--- config.mk ---
export PLATFORM = sky130hd
export DESIGN_NAME = cpu_gen2_flat
export DESIGN_NICKNAME = d
export VERILOG_FILES = /design/src/rtl/cpu_gen2_if.sv /design/src/rtl/cpu_gen2.sv /design/src/flat_wrapper.sv
export SDC_FILE = /design/constraint.sdc
export NUM_CORES = 1
export LEC_CHECK = 0
export CORE_MARGIN = 1
export CORE_UTILIZATION = 25
export CTS_CLUSTER_DIAMETER = 80
export DETAILED_ROUTE_END_ITERATION = 16
export PLACE_DENSITY_LB_ADDON = 0.1
export RECOVER_POWER = 25
export SLEW_MARGIN = 20
export SYNTH_ARGS = -nofsm -noshare
export SYNTH_HDL_FRONTEND = slang
export SYNTH_SLANG_ARGS = --single-unit
--- constraint.sdc ---
create_clock -name clk -period 9.9 [get_ports clk]
set_input_delay 2.97 -clock clk [delete_from_list [all_inputs] [get_ports clk]]
set_output_delay 2.97 -clock clk [all_outputs]
set_load 0.02 [all_outputs]
--- src/rtl/cpu_gen2_if.sv ---
// Instruction-fetch bus between cpu_gen2 and its program memory.
// The CPU holds mem_req and mem_addr stable until the memory answers with mem_valid.
interface cpu_gen2_if #(
  parameter int ADDR_W = 8
);
  logic              mem_req;
  logic [ADDR_W-1:0] mem_addr;
  logic [15:0]       mem_rdata;
  logic              mem_valid;

  modport master (
    output mem_req,
    output mem_addr,
    input  mem_rdata,
    input  mem_valid
  );

  modport slave (
    input  mem_req,
    input  mem_addr,
    output mem_rdata,
    output mem_valid
  );
endinterface

--- src/rtl/cpu_gen2.sv ---
// Parametrised 4-register CPU: FETCH/EXEC/HALTED state machine, 16-bit instructions fetched
// over a req/valid handshake, NIO registered output ports and a one-cycle retire strobe.
module cpu_gen2 #(
  parameter int DATA_W = 8,
  parameter int ADDR_W = 8,
  parameter int NIO    = 2
) (
  input  logic                  clk,
  input  logic                  rst,
  cpu_gen2_if.master            mem,
  input  logic [NIO*DATA_W-1:0] inputs,
  output logic [ADDR_W-1:0]     pc,
  output logic                  halt,
  output logic                  retire,
  output logic [NIO*DATA_W-1:0] outputs,
  output logic [4*DATA_W-1:0]   regs
);

  typedef enum logic [1:0] {
    ST_FETCH  = 2'd0,
    ST_EXEC   = 2'd1,
    ST_HALTED = 2'd2
  } state_t;

  localparam logic [2:0] OP_SYS = 3'd0;
  localparam logic [2:0] OP_IN  = 3'd1;
  localparam logic [2:0] OP_OUT = 3'd2;
  localparam logic [2:0] OP_ADD = 3'd3;
  localparam logic [2:0] OP_SUB = 3'd4;
  localparam logic [2:0] OP_LI  = 3'd5;
  localparam logic [2:0] OP_JMP = 3'd6;
  localparam logic [2:0] OP_BZ  = 3'd7;

  state_t                  state_r, state_s;
  logic [ADDR_W-1:0]       pc_r, pc_s;
  logic [15:0]             ir_r, ir_s;
  logic                    mem_req_r, mem_req_s;
  logic                    halt_r, halt_s;
  logic                    retire_r, retire_s;
  logic [NIO*DATA_W-1:0]   outputs_r, outputs_s;
  logic [4*DATA_W-1:0]     regs_r, regs_s;

  logic [2:0]              op_s;
  logic [1:0]              rd_s, rs1_s, rs2_s;
  logic                    hb_s;
  logic [7:0]              imm_s;
  logic [DATA_W-1:0]       rs1_val_s, rs2_val_s, in_val_s;
  logic [ADDR_W-1:0]       pc_inc_s, target_s;

  function automatic logic [DATA_W-1:0] reg_read(input logic [4*DATA_W-1:0] file,
                                                  input logic [1:0] idx);
    return file[idx*DATA_W +: DATA_W];
  endfunction

  assign op_s     = ir_r[2:0];
  assign rd_s     = ir_r[4:3];
  assign rs1_s    = ir_r[6:5];
  assign hb_s     = ir_r[7];
  assign imm_s    = ir_r[15:8];
  assign rs2_s    = ir_r[9:8];
  assign pc_inc_s = pc_r + ADDR_W'(1);
  assign target_s = imm_s[ADDR_W-1:0];

  // Operand fetch: both sources are read from the pre-update register file
  always_comb begin
    rs1_val_s = reg_read(regs_r, rs1_s);
    rs2_val_s = reg_read(regs_r, rs2_s);
  end

  // Input port select; an index at or beyond NIO yields zero
  always_comb begin
    in_val_s = '0;
    for (int p = 0; p < NIO; p++) begin
      in_val_s = (imm_s == 8'(p)) ? inputs[p*DATA_W +: DATA_W] : in_val_s;
    end
  end

  // Next-state and next-output logic of the fetch/execute machine
  always_comb begin
    state_s   = state_r;
    pc_s      = pc_r;
    ir_s      = ir_r;
    mem_req_s = mem_req_r;
    halt_s    = halt_r;
    retire_s  = 1'b0;
    outputs_s = outputs_r;
    regs_s    = regs_r;

    case (state_r)
      ST_FETCH: begin
        if (mem_req_r && mem.mem_valid) begin
          ir_s      = mem.mem_rdata;
          mem_req_s = 1'b0;
          state_s   = ST_EXEC;
        end else begin
          mem_req_s = 1'b1;
        end
      end

      ST_EXEC: begin
        retire_s  = 1'b1;
        mem_req_s = 1'b0;
        state_s   = ST_FETCH;
        pc_s      = pc_inc_s;
        case (op_s)
          OP_SYS: begin
            if (hb_s) begin
              halt_s  = 1'b1;
              state_s = ST_HALTED;
              pc_s    = pc_r;
            end else begin
              pc_s = pc_inc_s;
            end
          end
          OP_IN:  regs_s[rd_s*DATA_W +: DATA_W] = in_val_s;
          OP_OUT: begin
            // Out-of-range port leaves every output untouched
            for (int p = 0; p < NIO; p++) begin
              outputs_s[p*DATA_W +: DATA_W] = (imm_s == 8'(p)) ? rs1_val_s
                                                                : outputs_r[p*DATA_W +: DATA_W];
            end
          end
          OP_ADD: regs_s[rd_s*DATA_W +: DATA_W] = rs1_val_s + rs2_val_s;
          OP_SUB: regs_s[rd_s*DATA_W +: DATA_W] = rs1_val_s - rs2_val_s;
          OP_LI:  regs_s[rd_s*DATA_W +: DATA_W] = imm_s[DATA_W-1:0];
          OP_JMP: pc_s = target_s;
          OP_BZ: begin
            if (rs1_val_s == '0) begin
              pc_s = target_s;
            end else begin
              pc_s = pc_inc_s;
            end
          end
          default: pc_s = pc_inc_s;
        endcase
      end

      ST_HALTED: begin
        mem_req_s = 1'b0;
      end

      default: begin
        mem_req_s = 1'b0;
        state_s   = ST_FETCH;
      end
    endcase
  end

  // State register; synchronous reset discards any pending fetch
  always_ff @(posedge clk) begin
    if (rst) begin
      state_r   <= ST_FETCH;
      pc_r      <= '0;
      ir_r      <= 16'h0000;
      mem_req_r <= 1'b0;
      halt_r    <= 1'b0;
      retire_r  <= 1'b0;
      outputs_r <= '0;
      regs_r    <= '0;
    end else begin
      state_r   <= state_s;
      pc_r      <= pc_s;
      ir_r      <= ir_s;
      mem_req_r <= mem_req_s;
      halt_r    <= halt_s;
      retire_r  <= retire_s;
      outputs_r <= outputs_s;
      regs_r    <= regs_s;
    end
  end

  assign mem.mem_req  = mem_req_r;
  assign mem.mem_addr = pc_r;
  assign pc           = pc_r;
  assign halt         = halt_r;
  assign retire       = retire_r;
  assign outputs      = outputs_r;
  assign regs         = regs_r;

endmodule

--- src/flat_wrapper.sv ---
// flat-port wrapper written by rule: the top's interface ports become plain ports
module cpu_gen2_flat 
#(
  parameter int DATA_W = 8,
  parameter int ADDR_W = 8,
  parameter int NIO    = 2
)
  (clk, rst, inputs, pc, halt, retire, outputs, regs, mem_mem_req, mem_mem_addr, mem_mem_rdata, mem_mem_valid);
  cpu_gen2_if #(.ADDR_W(ADDR_W)) mem_i ();
  input  logic clk;
  input  logic rst;
  input  logic [NIO*DATA_W-1:0] inputs;
  output logic [ADDR_W-1:0] pc;
  output logic halt;
  output logic retire;
  output logic [NIO*DATA_W-1:0] outputs;
  output logic [4*DATA_W-1:0] regs;
  output wire logic [$bits(mem_i.mem_req)-1:0] mem_mem_req;
  output wire logic [$bits(mem_i.mem_addr)-1:0] mem_mem_addr;
  input wire logic [$bits(mem_i.mem_rdata)-1:0] mem_mem_rdata;
  input wire logic [$bits(mem_i.mem_valid)-1:0] mem_mem_valid;
  assign mem_mem_req = mem_i.mem_req;
  assign mem_mem_addr = mem_i.mem_addr;
  assign mem_i.mem_rdata = mem_mem_rdata;
  assign mem_i.mem_valid = mem_mem_valid;
  cpu_gen2 #(.DATA_W(DATA_W), .ADDR_W(ADDR_W), .NIO(NIO)) u_core (.clk(clk), .rst(rst), .mem(mem_i), .inputs(inputs), .pc(pc), .halt(halt), .retire(retire), .outputs(outputs), .regs(regs));
endmodule
# After elaboration in Yosys (flattened, before gate mapping)
# Cells that the tools add are included.
word_totals:
  register_bits: 77
  inputBits: 35
op_classes:
  n_addsub: 4
  eq_ne: 12
  shift: 7
  muxes: 16
  bitwise_logic: 2
  n_reduce_logical: 14
op_table:
  columns: ["operator", "n"]
  rows:
  - ["8-bit by 34-bit indexed part select with 32-bit output", 4]
  - ["32-bit bitwise mux", 4]
  - ["32-bit case mux with 4 select lines", 1]
  - ["32-bit by 6-bit indexed part select with 8-bit output", 2]
  - ["5-bit negation with 34-bit output", 1]
  - ["8-bit by 34-bit variable shift with 32-bit output, first input constant", 1]
  - ["8-bit two-way mux", 4]
  - ["8-bit case mux with 3 select lines", 1]
  - ["8-bit logical NOT", 2]
  - ["3-bit == test, second input constant", 4]
  - ["3-bit AND reduction", 3]
  - ["8-bit by 1-bit adder with 8-bit output, second input constant", 1]
  - ["8-bit adder", 1]
  - ["8-bit by 1-bit == test with 1-bit output, second input constant", 1]
  - ["2-bit AND reduction", 4]
  - ["8-bit subtractor", 1]
  - ["3-bit by 2-bit == test with 1-bit output, second input constant", 2]
  - ["2-bit two-way mux", 3]
  - ["2-bit case mux with 3 select lines", 1]
  - ["4-bit nonzero test", 1]
  - ["3-bit by 1-bit == test with 1-bit output, second input constant", 1]
  - ["3-bit logical NOT", 1]
  - ["2-bit by 1-bit == test with 1-bit output, second input constant", 1]
  - ["2-bit == test, second input constant", 1]
  - ["7 further kinds", 9]

# Depth between registers and ports, before layout
# Gate-level depths: netlist of run 1.
logic_depth:
  word_depth: 6
  ltp_mapped: 14
  mapped_depth_nobuf: 11

# Worst setup path before layout of run 1
# OpenSTA, ideal clock, no wires.
synth_path:
  path_kind: "in2reg"
  from: "in inputs[15]"
  to: "reg with a tool-made name"
  setup_ns: 0.132
  t_arrival_ns: 3.814
  required_ns: 9.768
  slack_ns: 5.955
  path_stages: 6
  path_buffers: 0
  cell_sequence: "mux2i_1 -> nor3_1 -> and3_1 -> o311ai_1 -> or2_0 -> o22ai_1"
synth_lines:
  columns: ["element", "line", "text"]
  rows:
  - ["start: declaration", "flat_wrapper.sv:12", "input logic [NIO*DATA_W-1:0] inputs;"]

==> results.yml, run 1 <==
worst_setup_path:
  critPathRequiredTime_ns: 10.12
  critical_path.endpoint_type: "flip-flop"
  worst-r2r-setup-slack_ns: 5.70
  worst_reg2reg_path_length_in_cells: 9
  worstPathCellList: "buf_2, clkbuf_1, inv_1, o311ai_1, or2_0, o22ai_1"
  slowest_stage: "sky130_fd_sc_hd__clkbuf_1"
  crit_fanout: 71
  crit_arrival_ns: 6.89
  r2r_start: "u_core.ir_r[8]$_SDFFE_PP0P_"
  setup.worst_path.start: "rst"
  timing.critical_path.from_type: "primary input"
  path_class: "primary input to flip-flop"
  cpPeakStageDelay_ns: 2.35
global_route:
  grt_pass1_wl_um: 30800
  globalRouteTotalUtil: 0.186
  gr_overflow_total: 0
  via_count_of_the_first_global_routing_pass: 5315
  number_of_antenna_violations_at_the_first_check_in_global_routing: 0
  grt_start_max_net_pins: 72
clocking:
  clkSlewWorstSetupHoldPaths_ns: 0.07
  clock_sink_count: 77
  clock_root_buffer: "sky130_fd_sc_hd__clkbuf_16"
  cts-root-to-sink-buffers: 2
  clock_insertion_delay_worst_skew_ns: 0.35
  cts_setup_buffers: 0
  clock_tree_from_tritoncts: "yes"
  cts_made_buffers: 9
  cts_hold_repair.buffers: 0
  post_cts.resized_instances: 0
  h-tree-depth: 3
timing:
  fin_crit_ns: 6.67
  layout_worst_path_cycle_share: 0.674
  relSlewSlack: -1.25
  fin_skew_ns: 0.00964
  setup_viol: 0
  worst_pin_slew_ns: 3.38
  worst_setup_margin_ns: 3.23
  hold_violations: 0
  grt_setup_unrepaired: "false"
  maxClockFrequency_ghz: 0.150
  finalSetupTns_ns: 0
  final_number_of_max_transition_violations: 72
place:
  gp_congestion: 0.921
  place_worst_setup_slack_ns: 5.23
  detailedPlacementHpwl_um: 14900
  io_buffer_count: 101
  post-place-cells: 992
finish:
  post-route-util: 0.323
  area_growth_pct: 26.6
  stdcell_count: 1008
  nNetsFinal: 785
  n_fill_cell: 2238
  combined_area_of_the_multi_input_logic_cells_mm2: 0.00345
  layout-drive-gt1-share: 0.0723
  number_of_diodes: 0
  seq_area_mm2: 0.00154
synth:
  synth_nets: 718
  yosys_register_bits: 77
  yosysWarnings: 0
  synth.lib_cells_used.distinct: 77
  synthDominantAreaCellType: "sky130_fd_sc_hd__dfxtp_1"
  netlist_top_cells_area: "sky130_fd_sc_hd__dfxtp_1 (29%), sky130_fd_sc_hd__mux4_2 (6.7%), sky130_fd_sc_hd__nor2_1 (6.0%), sky130_fd_sc_hd__nand2_1 (5.0%), sky130_fd_sc_hd__ha_1 (4.6%)"
  async_sr_flop_fraction: 0
  syn-cell-area_mm2: 0.00538
  synthDominantCellAreaShare: 0.286
  post_synth.cell_area_avg_um2: 8.15
  yosys_most_used_dff: "sky130_fd_sc_hd__dfxtp_1"
  synth-seq-area-share: 0.286
  synth_enable_flop_cells: 0
  syn_inst: 661
die:
  die_area_mm2: 0.0221
  coreArea_mm2: 0.0211
  dieWidth_um: 149
  fp-row-count: 53
  die-height_um: 149
  io_pins: 102
  start_util: 0.255
route:
  detail_route.vias_per_cell: 5.42
  via_count: 5462
  drt_pass1_iterations: 5
  routedWlPerCell_um: 20.2
  ant_nets: 0
  wirelength_um: 20400
  route.detailed.drc: 0
  detail_route.iter0.violations: 363
job:
  max_cap_violations: 1
power_and_ir_drop:
  power-per-cell-area_mw_per_mm2: 117
  total_power_uw: 797
  irDropWorstVdd_uv: 77.3
  p_leak_nw: 2.32
outcome:
  failing_checks: "capacitance limit, slew limit"
  outcome: "finished, violations left"
hold_path:
  hold_path.class: "flip-flop to flip-flop"
per-stage QoR:
| step | hold slack [ns] | instance area [µm²] |
|---|---|---|
| after floorplan | 0.432 | 5380 |
| final | 0.457 | 6810 |
| after CTS | 0.460 | 6810 |
| after global routing | 0.476 | 6810 |
| after global placement | 0.444 | 6470 |
| after detailed placement | 0.450 | 6470 |
Yosys cell counts (13+ instances only):
master / instances
sky130_fd_sc_hd__a21oi_1: 44
sky130_fd_sc_hd__a22oi_1: 18
sky130_fd_sc_hd__clkbuf_1: 30
sky130_fd_sc_hd__dfxtp_1: 77
sky130_fd_sc_hd__ha_1: 20
sky130_fd_sc_hd__inv_1: 25
sky130_fd_sc_hd__mux2i_1: 21
sky130_fd_sc_hd__mux4_2: 16
sky130_fd_sc_hd__nand2_1: 72
sky130_fd_sc_hd__nand3_1: 13
sky130_fd_sc_hd__nor2_1: 86
sky130_fd_sc_hd__nor2b_1: 16
sky130_fd_sc_hd__nor3_1: 13
sky130_fd_sc_hd__o21ai_0: 19
sky130_fd_sc_hd__o21ai_1: 15
report_power, final:
group	internal (mW)	switching (mW)	total [mW]
clock	0.230	0.146	0.375
sequential	0.314	0.0120	0.327
combinational	0.0371	0.0583	0.0954
total	0.581	0.216	0.797
metal layers:
layer,GRT usage,up-vias,part of all wire
met3,0.0303,40,0.058
met1,0.235,2669,0.44
met2,0.309,219,0.47
li1,-,2534,-
met4,0.0867,0,0.034
met5,0,-,0
cell usage in the layout (no fill, tap or decap), drive strengths merged, types with 18 or more instances in the layout:
master	instances
a22oi	18
ha	20
nand2	73
clkdlybuf4s50	100
o21ai	34
inv	28
mux2i	21
dfxtp	77
a21oi	45
nor2	87
critical path, delay by kind of cell:
kind / cells / cell delay, ns
AND/OR/NAND/NOR: 1 / 0.15
AO/OA/AOI/OAI: 2 / 0.41
buffers and inverters: 3 / 3.34
how the worst min path moves through the flow:
stage	start	depth (start not counted)	slack [ns]	endpoint
2_1_floorplan	u_core.ir_r[7]$_SDFFE_PP0P_	2	0.43	u_core.ir_r[7]$_SDFFE_PP0P_
6_report	u_core.ir_r[7]$_SDFFE_PP0P_	2	0.46	u_core.ir_r[7]$_SDFFE_PP0P_
3_3_place_gp	u_core.ir_r[7]$_SDFFE_PP0P_	2	0.44	u_core.ir_r[7]$_SDFFE_PP0P_
3_5_place_dp	u_core.ir_r[7]$_SDFFE_PP0P_	2	0.45	u_core.ir_r[7]$_SDFFE_PP0P_
4_1_cts	u_core.ir_r[7]$_SDFFE_PP0P_	2	0.46	u_core.ir_r[7]$_SDFFE_PP0P_
5_1_grt	u_core.ir_r[7]$_SDFFE_PP0P_	2	0.48	u_core.ir_r[7]$_SDFFE_PP0P_
cell type report:
type,count,area share
Inverter,27,0.0149
Multi-Input combinational cell,506,0.506
Tap cell,275,0.0505
Timing Repair Buffer,107,0.154
Sequential cell,77,0.226
Clock inverter,6,0.0138
Clock buffer,10,0.0351
logic make-up after synthesis:
family	after synthesis	synth area share
mux	44	0.121
compound gates	183	0.232
fa+ha+maj	22	0.0539
buf+inv	78	0.0753
xor+xnor	7	0.0114
flops	77	0.286
simple gates	250	0.221
No activity file was read; power rests on OpenSTA's default activity.
==> inputs of run 2 (changes only) <==
- clock period: 9.9 -> 6.85 ns (I/O delays scaled with it)
==> run 2 against run 1 <==
  * The run still ends with capacitance limit, slew limit left
  * Design area is 0.48% lower
  * Sequential power is 45% higher
  * Routed wire length is 3.5% higher
  * Worst hold slack better by 0.0051 ns
  * Cell count stayed put
  * Die area stayed put
==> results.yml, run 2 (synthesized netlist as in run 1, its figures left out) <==
place:
  detailedPlacementHpwl_um: 15700
  gp_congestion: 0.925
  post-place-cells: 992
  io_buffer_count: 101
worst_setup_path:
  worst_reg2reg_path_length_in_cells: 7
  r2r_start: "u_core.ir_r[5]$_SDFFE_PP0P_"
  worst-r2r-setup-slack_ns: 2.66
  critical_path.endpoint_type: "flip-flop"
  path_class: "primary input to flip-flop"
  crit_arrival_ns: 4.83
  crit_fanout: 54
  timing.critical_path.from_type: "primary input"
  critPathRequiredTime_ns: 6.96
route:
  route.detailed.drc: 0
  drt_pass1_iterations: 6
  routedWlPerCell_um: 21.0
  wirelength_um: 21100
  ant_nets: 0
  via_count: 5481
  detail_route.vias_per_cell: 5.44
  detail_route.iter0.violations: 417
hold_path:
  hold_depth: 2
  hold_path.class: "flip-flop to flip-flop"
  hp-start: "u_core.ir_r[7]$_SDFFE_PP0P_"
  worstHoldEndpoint: "u_core.ir_r[7]$_SDFFE_PP0P_"
timing:
  final_hold_slack_ns: 0.463
  finalSetupTns_ns: 0
  grt_setup_unrepaired: "false"
  layout_worst_path_cycle_share: 0.689
  hold_violations: 0
  fin_skew_ns: 0.0138
  setup_viol: 0
  worst_pin_slew_ns: 2.42
  final_number_of_max_transition_violations: 55
  maxClockFrequency_ghz: 0.212
  fin_crit_ns: 4.72
  relSlewSlack: -0.615
power_and_ir_drop:
  p_leak_nw: 2.30
  power-per-cell-area_mw_per_mm2: 167
  irDropWorstVdd_uv: 112
die:
  coreArea_mm2: 0.0211
  die-height_um: 149
  start_util: 0.255
  io_pins: 102
  fp-row-count: 53
  die_area_mm2: 0.0221
  dieWidth_um: 149
finish:
  stdcell_count: 1008
  layout.cells.most_common: "sky130_fd_sc_hd__clkdlybuf4s50_1"
  combined_area_of_the_multi_input_logic_cells_mm2: 0.00344
  number_of_diodes: 0
  seq_area_mm2: 0.00154
  layout-drive-gt1-share: 0.0668
  area_growth_pct: 26.0
  layout_common_cells: "sky130_fd_sc_hd__clkdlybuf4s50_1 (100), sky130_fd_sc_hd__nor2_1 (86), sky130_fd_sc_hd__dfxtp_1 (77)"
  post-route-util: 0.322
  nNetsFinal: 785
  n_fill_cell: 2270
outcome:
  failing_checks: "capacitance limit, slew limit"
  outcome: "finished, violations left"
global_route:
  gr_overflow_total: 0
  grt_pass1_wl_um: 32000
  via_count_of_the_first_global_routing_pass: 5241
  globalRouteTotalUtil: 0.194
  number_of_antenna_violations_at_the_first_check_in_global_routing: 0
  grt_start_max_net_pins: 55
clocking:
  clock_insertion_delay_worst_skew_ns: 0.36
  cts-root-to-sink-buffers: 2
  h-tree-depth: 3
  cts_hold_repair.buffers: 0
  cts_setup_buffers: 0
  post_cts.resized_instances: 0
  clkSlewWorstSetupHoldPaths_ns: 0.06
  clock_root_buffer: "sky130_fd_sc_hd__clkbuf_16"
  clock_sink_count: 77
  cts_made_buffers: 9
  clock_tree_from_tritoncts: "yes"
job:
  max_cap_violations: 1
run 2: cell count changes in the layout (fill, tap and decap cells not counted), sizes merged:
cell and delta:
buf -1, bufinv -1, clkbuf +3, clkinv -1
run 2: final cells by class:
type,instances,share of cell area
clock inverter,4,0.00812
sequential,77,0.227
clock buffer,12,0.0378
timing repair buffer,107,0.154
tap,275,0.0507
inverter,27,0.0149
multi-input combinational,506,0.507
run 2: worst max-delay path by stage:
stage / startpoint / endpoint / slack, ns / cells past startpoint
final: rst / u_core.mem.mem_req$_SDFF_PP0_ / 2.13 / 3
after global placement: u_core.ir_r[5]$_SDFFE_PP0P_ / flip-flop / 2.76 / 7
after CTS: u_core.ir_r[5]$_SDFFE_PP0P_ / flip-flop / 2.73 / 7
after global routing: rst / u_core.mem.mem_req$_SDFF_PP0_ / 1.74 / 3
after floorplan: u_core.ir_r[8]$_SDFFE_PP0P_ / flip-flop / 3.01 / 13
after detailed placement: u_core.ir_r[5]$_SDFFE_PP0P_ / flip-flop / 2.75 / 7
run 2: critical path: stages:
cell and delay, ns:
sky130_fd_sc_hd__clkbuf_1 0.77, sky130_fd_sc_hd__clkbuf_1 1.78, sky130_fd_sc_hd__a2111oi_0 0.20
run 2: layer usage:
metal | part of all wire | global-route usage | up-vias
met5 | 0 | 0 | -
li1 | - | - | 2541
met1 | 0.42 | 0.247 | 2658
met4 | 0.031 | 0.0689 | 0
met2 | 0.47 | 0.324 | 240
met3 | 0.075 | 0.0428 | 42
run 2: through the flow:
step                instance area (µm²)  worst slack, ns  total power [mW]
floorplan                          5380             3.01             0.561
global placement                   6470             2.76             0.620
detailed placement                 6470             2.75             0.620
CTS                                6790             2.73              1.14
global route                       6780             1.74              1.18
finish                             6780             2.13              1.13
run 2: report_power, final:
| part | internal (mW) | leakage, nW | switching (mW) |
|---|---|---|---|
| registers | 0.454 | 0.622 | 0.0182 |
| clock network | 0.305 | 0.149 | 0.214 |
| logic | 0.0532 | 1.53 | 0.0855 |
==> inputs of run 3 (changes only) <==
- clock period: 6.85 -> 4.4 ns (I/O delays scaled with it)
==> run 3 against run 2 <==
  * The flow still finishes with violations (capacitance limit, slew limit)
  * Combinational power increased by 61%
  * Sequential cell count unchanged
  * Utilization increased by 0.46 points
  * Design area increased by 1.4%
  * Cell count increased by 0.99%
  * Critical path type unchanged
  * Largest power group unchanged
==> results.yml, run 3 (synthesized netlist as in run 1, its figures left out) <==
outcome:
  outcome: "finished, violations left"
  failing_checks: "capacitance limit, slew limit"
route:
  detail_route.vias_per_cell: 5.32
  routedWlPerCell_um: 21.1
  drt_pass1_iterations: 5
  ant_nets: 0
  wirelength_um: 21500
  route.detailed.drc: 0
  via_count: 5414
  detail_route.iter0.violations: 405
clocking:
  clock_sink_count: 77
  clock_root_buffer: "sky130_fd_sc_hd__clkbuf_16"
  clkSlewWorstSetupHoldPaths_ns: 0.07
  post_cts.resized_instances: 0
  h-tree-depth: 3
  cts_hold_repair.buffers: 0
  cts_setup_buffers: 0
  cts_made_buffers: 9
  clock_insertion_delay_worst_skew_ns: 0.36
  clock_tree_from_tritoncts: "yes"
  cts-root-to-sink-buffers: 2
die:
  die-height_um: 149
  coreArea_mm2: 0.0211
  die_area_mm2: 0.0221
  fp-row-count: 53
  io_pins: 102
  dieWidth_um: 149
  start_util: 0.255
timing:
  setup_viol: 0
  fin_crit_ns: 3.83
  grt_setup_unrepaired: "false"
  worst_pin_slew_ns: 2.45
  worst_setup_margin_ns: 0.568
  hold_violations: 0
  final_number_of_max_transition_violations: 54
  relSlewSlack: -0.633
  layout_worst_path_cycle_share: 0.871
  fin_skew_ns: 0.00988
  maxClockFrequency_ghz: 0.261
  finalSetupTns_ns: 0
hold_path:
  hold_path.class: "flip-flop to flip-flop"
finish:
  layout_common_cells: "sky130_fd_sc_hd__nor2_1 (86), sky130_fd_sc_hd__clkdlybuf4s50_1 (84), sky130_fd_sc_hd__dfxtp_1 (77)"
  n_fill_cell: 2276
  seq_area_mm2: 0.00154
  stdcell_count: 1018
  nNetsFinal: 795
  combined_area_of_the_multi_input_logic_cells_mm2: 0.00344
  number_of_diodes: 0
  post-route-util: 0.326
  area_growth_pct: 27.8
  layout-drive-gt1-share: 0.0821
  layout.cells.most_common: "sky130_fd_sc_hd__nor2_1"
power_and_ir_drop:
  total_power_mw: 1.78
  irDropWorstVdd_uv: 172
  power-per-cell-area_mw_per_mm2: 258
  p_leak_nw: 2.42
place:
  detailedPlacementHpwl_um: 16000
  place_worst_setup_slack_ns: 0.797
  gp_congestion: 0.918
  io_buffer_count: 101
  post-place-cells: 1002
global_route:
  grt_start_max_net_pins: 54
  number_of_antenna_violations_at_the_first_check_in_global_routing: 0
  via_count_of_the_first_global_routing_pass: 5401
  globalRouteTotalUtil: 0.200
  gr_overflow_total: 0
  grt_pass1_wl_um: 32600
worst_setup_path:
  timing.critical_path.buf_inv: 2
  cpPeakStageDelay_ns: 1.78
  critical_path.endpoint_type: "flip-flop"
  crit_arrival_ns: 3.89
  critical-path-top-delay-family: "buffers and inverters"
  timing.critical_path.from_type: "primary input"
  crit_fanout: 53
  worstPathCellList: "buf_2, clkbuf_1, a21oi_1"
  slowest_stage: "sky130_fd_sc_hd__clkbuf_1"
  critPathRequiredTime_ns: 4.46
  path_class: "primary input to flip-flop"
job:
  max_cap_violations: 1
[run 3: final timing paths]
| kind | start | endpoint | slack (ns) | cells after the start |
|---|---|---|---|---|
| setup / recovery | rst | u_core.ir_r[8]$_SDFFE_PP0P_ | 0.57 | 3 |
| hold / removal | u_core.ir_r[7]$_SDFFE_PP0P_ | u_core.ir_r[7]$_SDFFE_PP0P_ | 0.45 | 2 |
| setup reg to reg | u_core.ir_r[5]$_SDFFE_PP0P_ | flip-flop | 0.71 | 10 |
| hold reg to reg | u_core.ir_r[7]$_SDFFE_PP0P_ | u_core.ir_r[7]$_SDFFE_PP0P_ | 0.45 | 2 |
[run 3: metrics by stage]
stage	area, µm²	hold WS, ns
after floorplan	5380	0.432
after global placement	6560	0.443
after detailed placement	6560	0.445
after CTS	6880	0.454
after global routing	6880	0.503
final	6880	0.454
[run 3: power by group]
part / internal, mW / switching (mW) / total [mW]
combinational: 0.0868 / 0.137 / 0.224
clock: 0.488 / 0.331 / 0.819
sequential: 0.708 / 0.0266 / 0.734
total: 1.28 / 0.494 / 1.78
[run 3: area by class of cell]
class / instances / area share
Multi-Input combinational cell: 506 / 0.500
Inverter: 27 / 0.0147
Sequential cell: 77 / 0.224
Clock buffer: 12 / 0.0387
Timing Repair Buffer: 117 / 0.165
Clock inverter: 4 / 0.00782
Tap cell: 275 / 0.0500
[run 3: worst register-to-register path, cell delays in order, from the launching register on]
cell and delay, ns:
sky130_fd_sc_hd__dfxtp_1 0.50, sky130_fd_sc_hd__buf_4 0.29, sky130_fd_sc_hd__mux4_2 0.65, sky130_fd_sc_hd__ha_1 0.35
sky130_fd_sc_hd__nand2b_1 0.14, sky130_fd_sc_hd__a21oi_1 0.27, sky130_fd_sc_hd__nor4_1 0.08, sky130_fd_sc_hd__nor4_1 0.62
sky130_fd_sc_hd__o211ai_1 0.27, sky130_fd_sc_hd__a22oi_1 0.25, sky130_fd_sc_hd__nor2_1 0.07
[run 3: metal layers]
layer  GRT usage  vias up  part of all wire
met3      0.0459       37             0.064
met5           0        -                 0
met2       0.325      210              0.47
li1            -     2564                 -
met1       0.253     2603              0.43
met4      0.0842        0             0.036
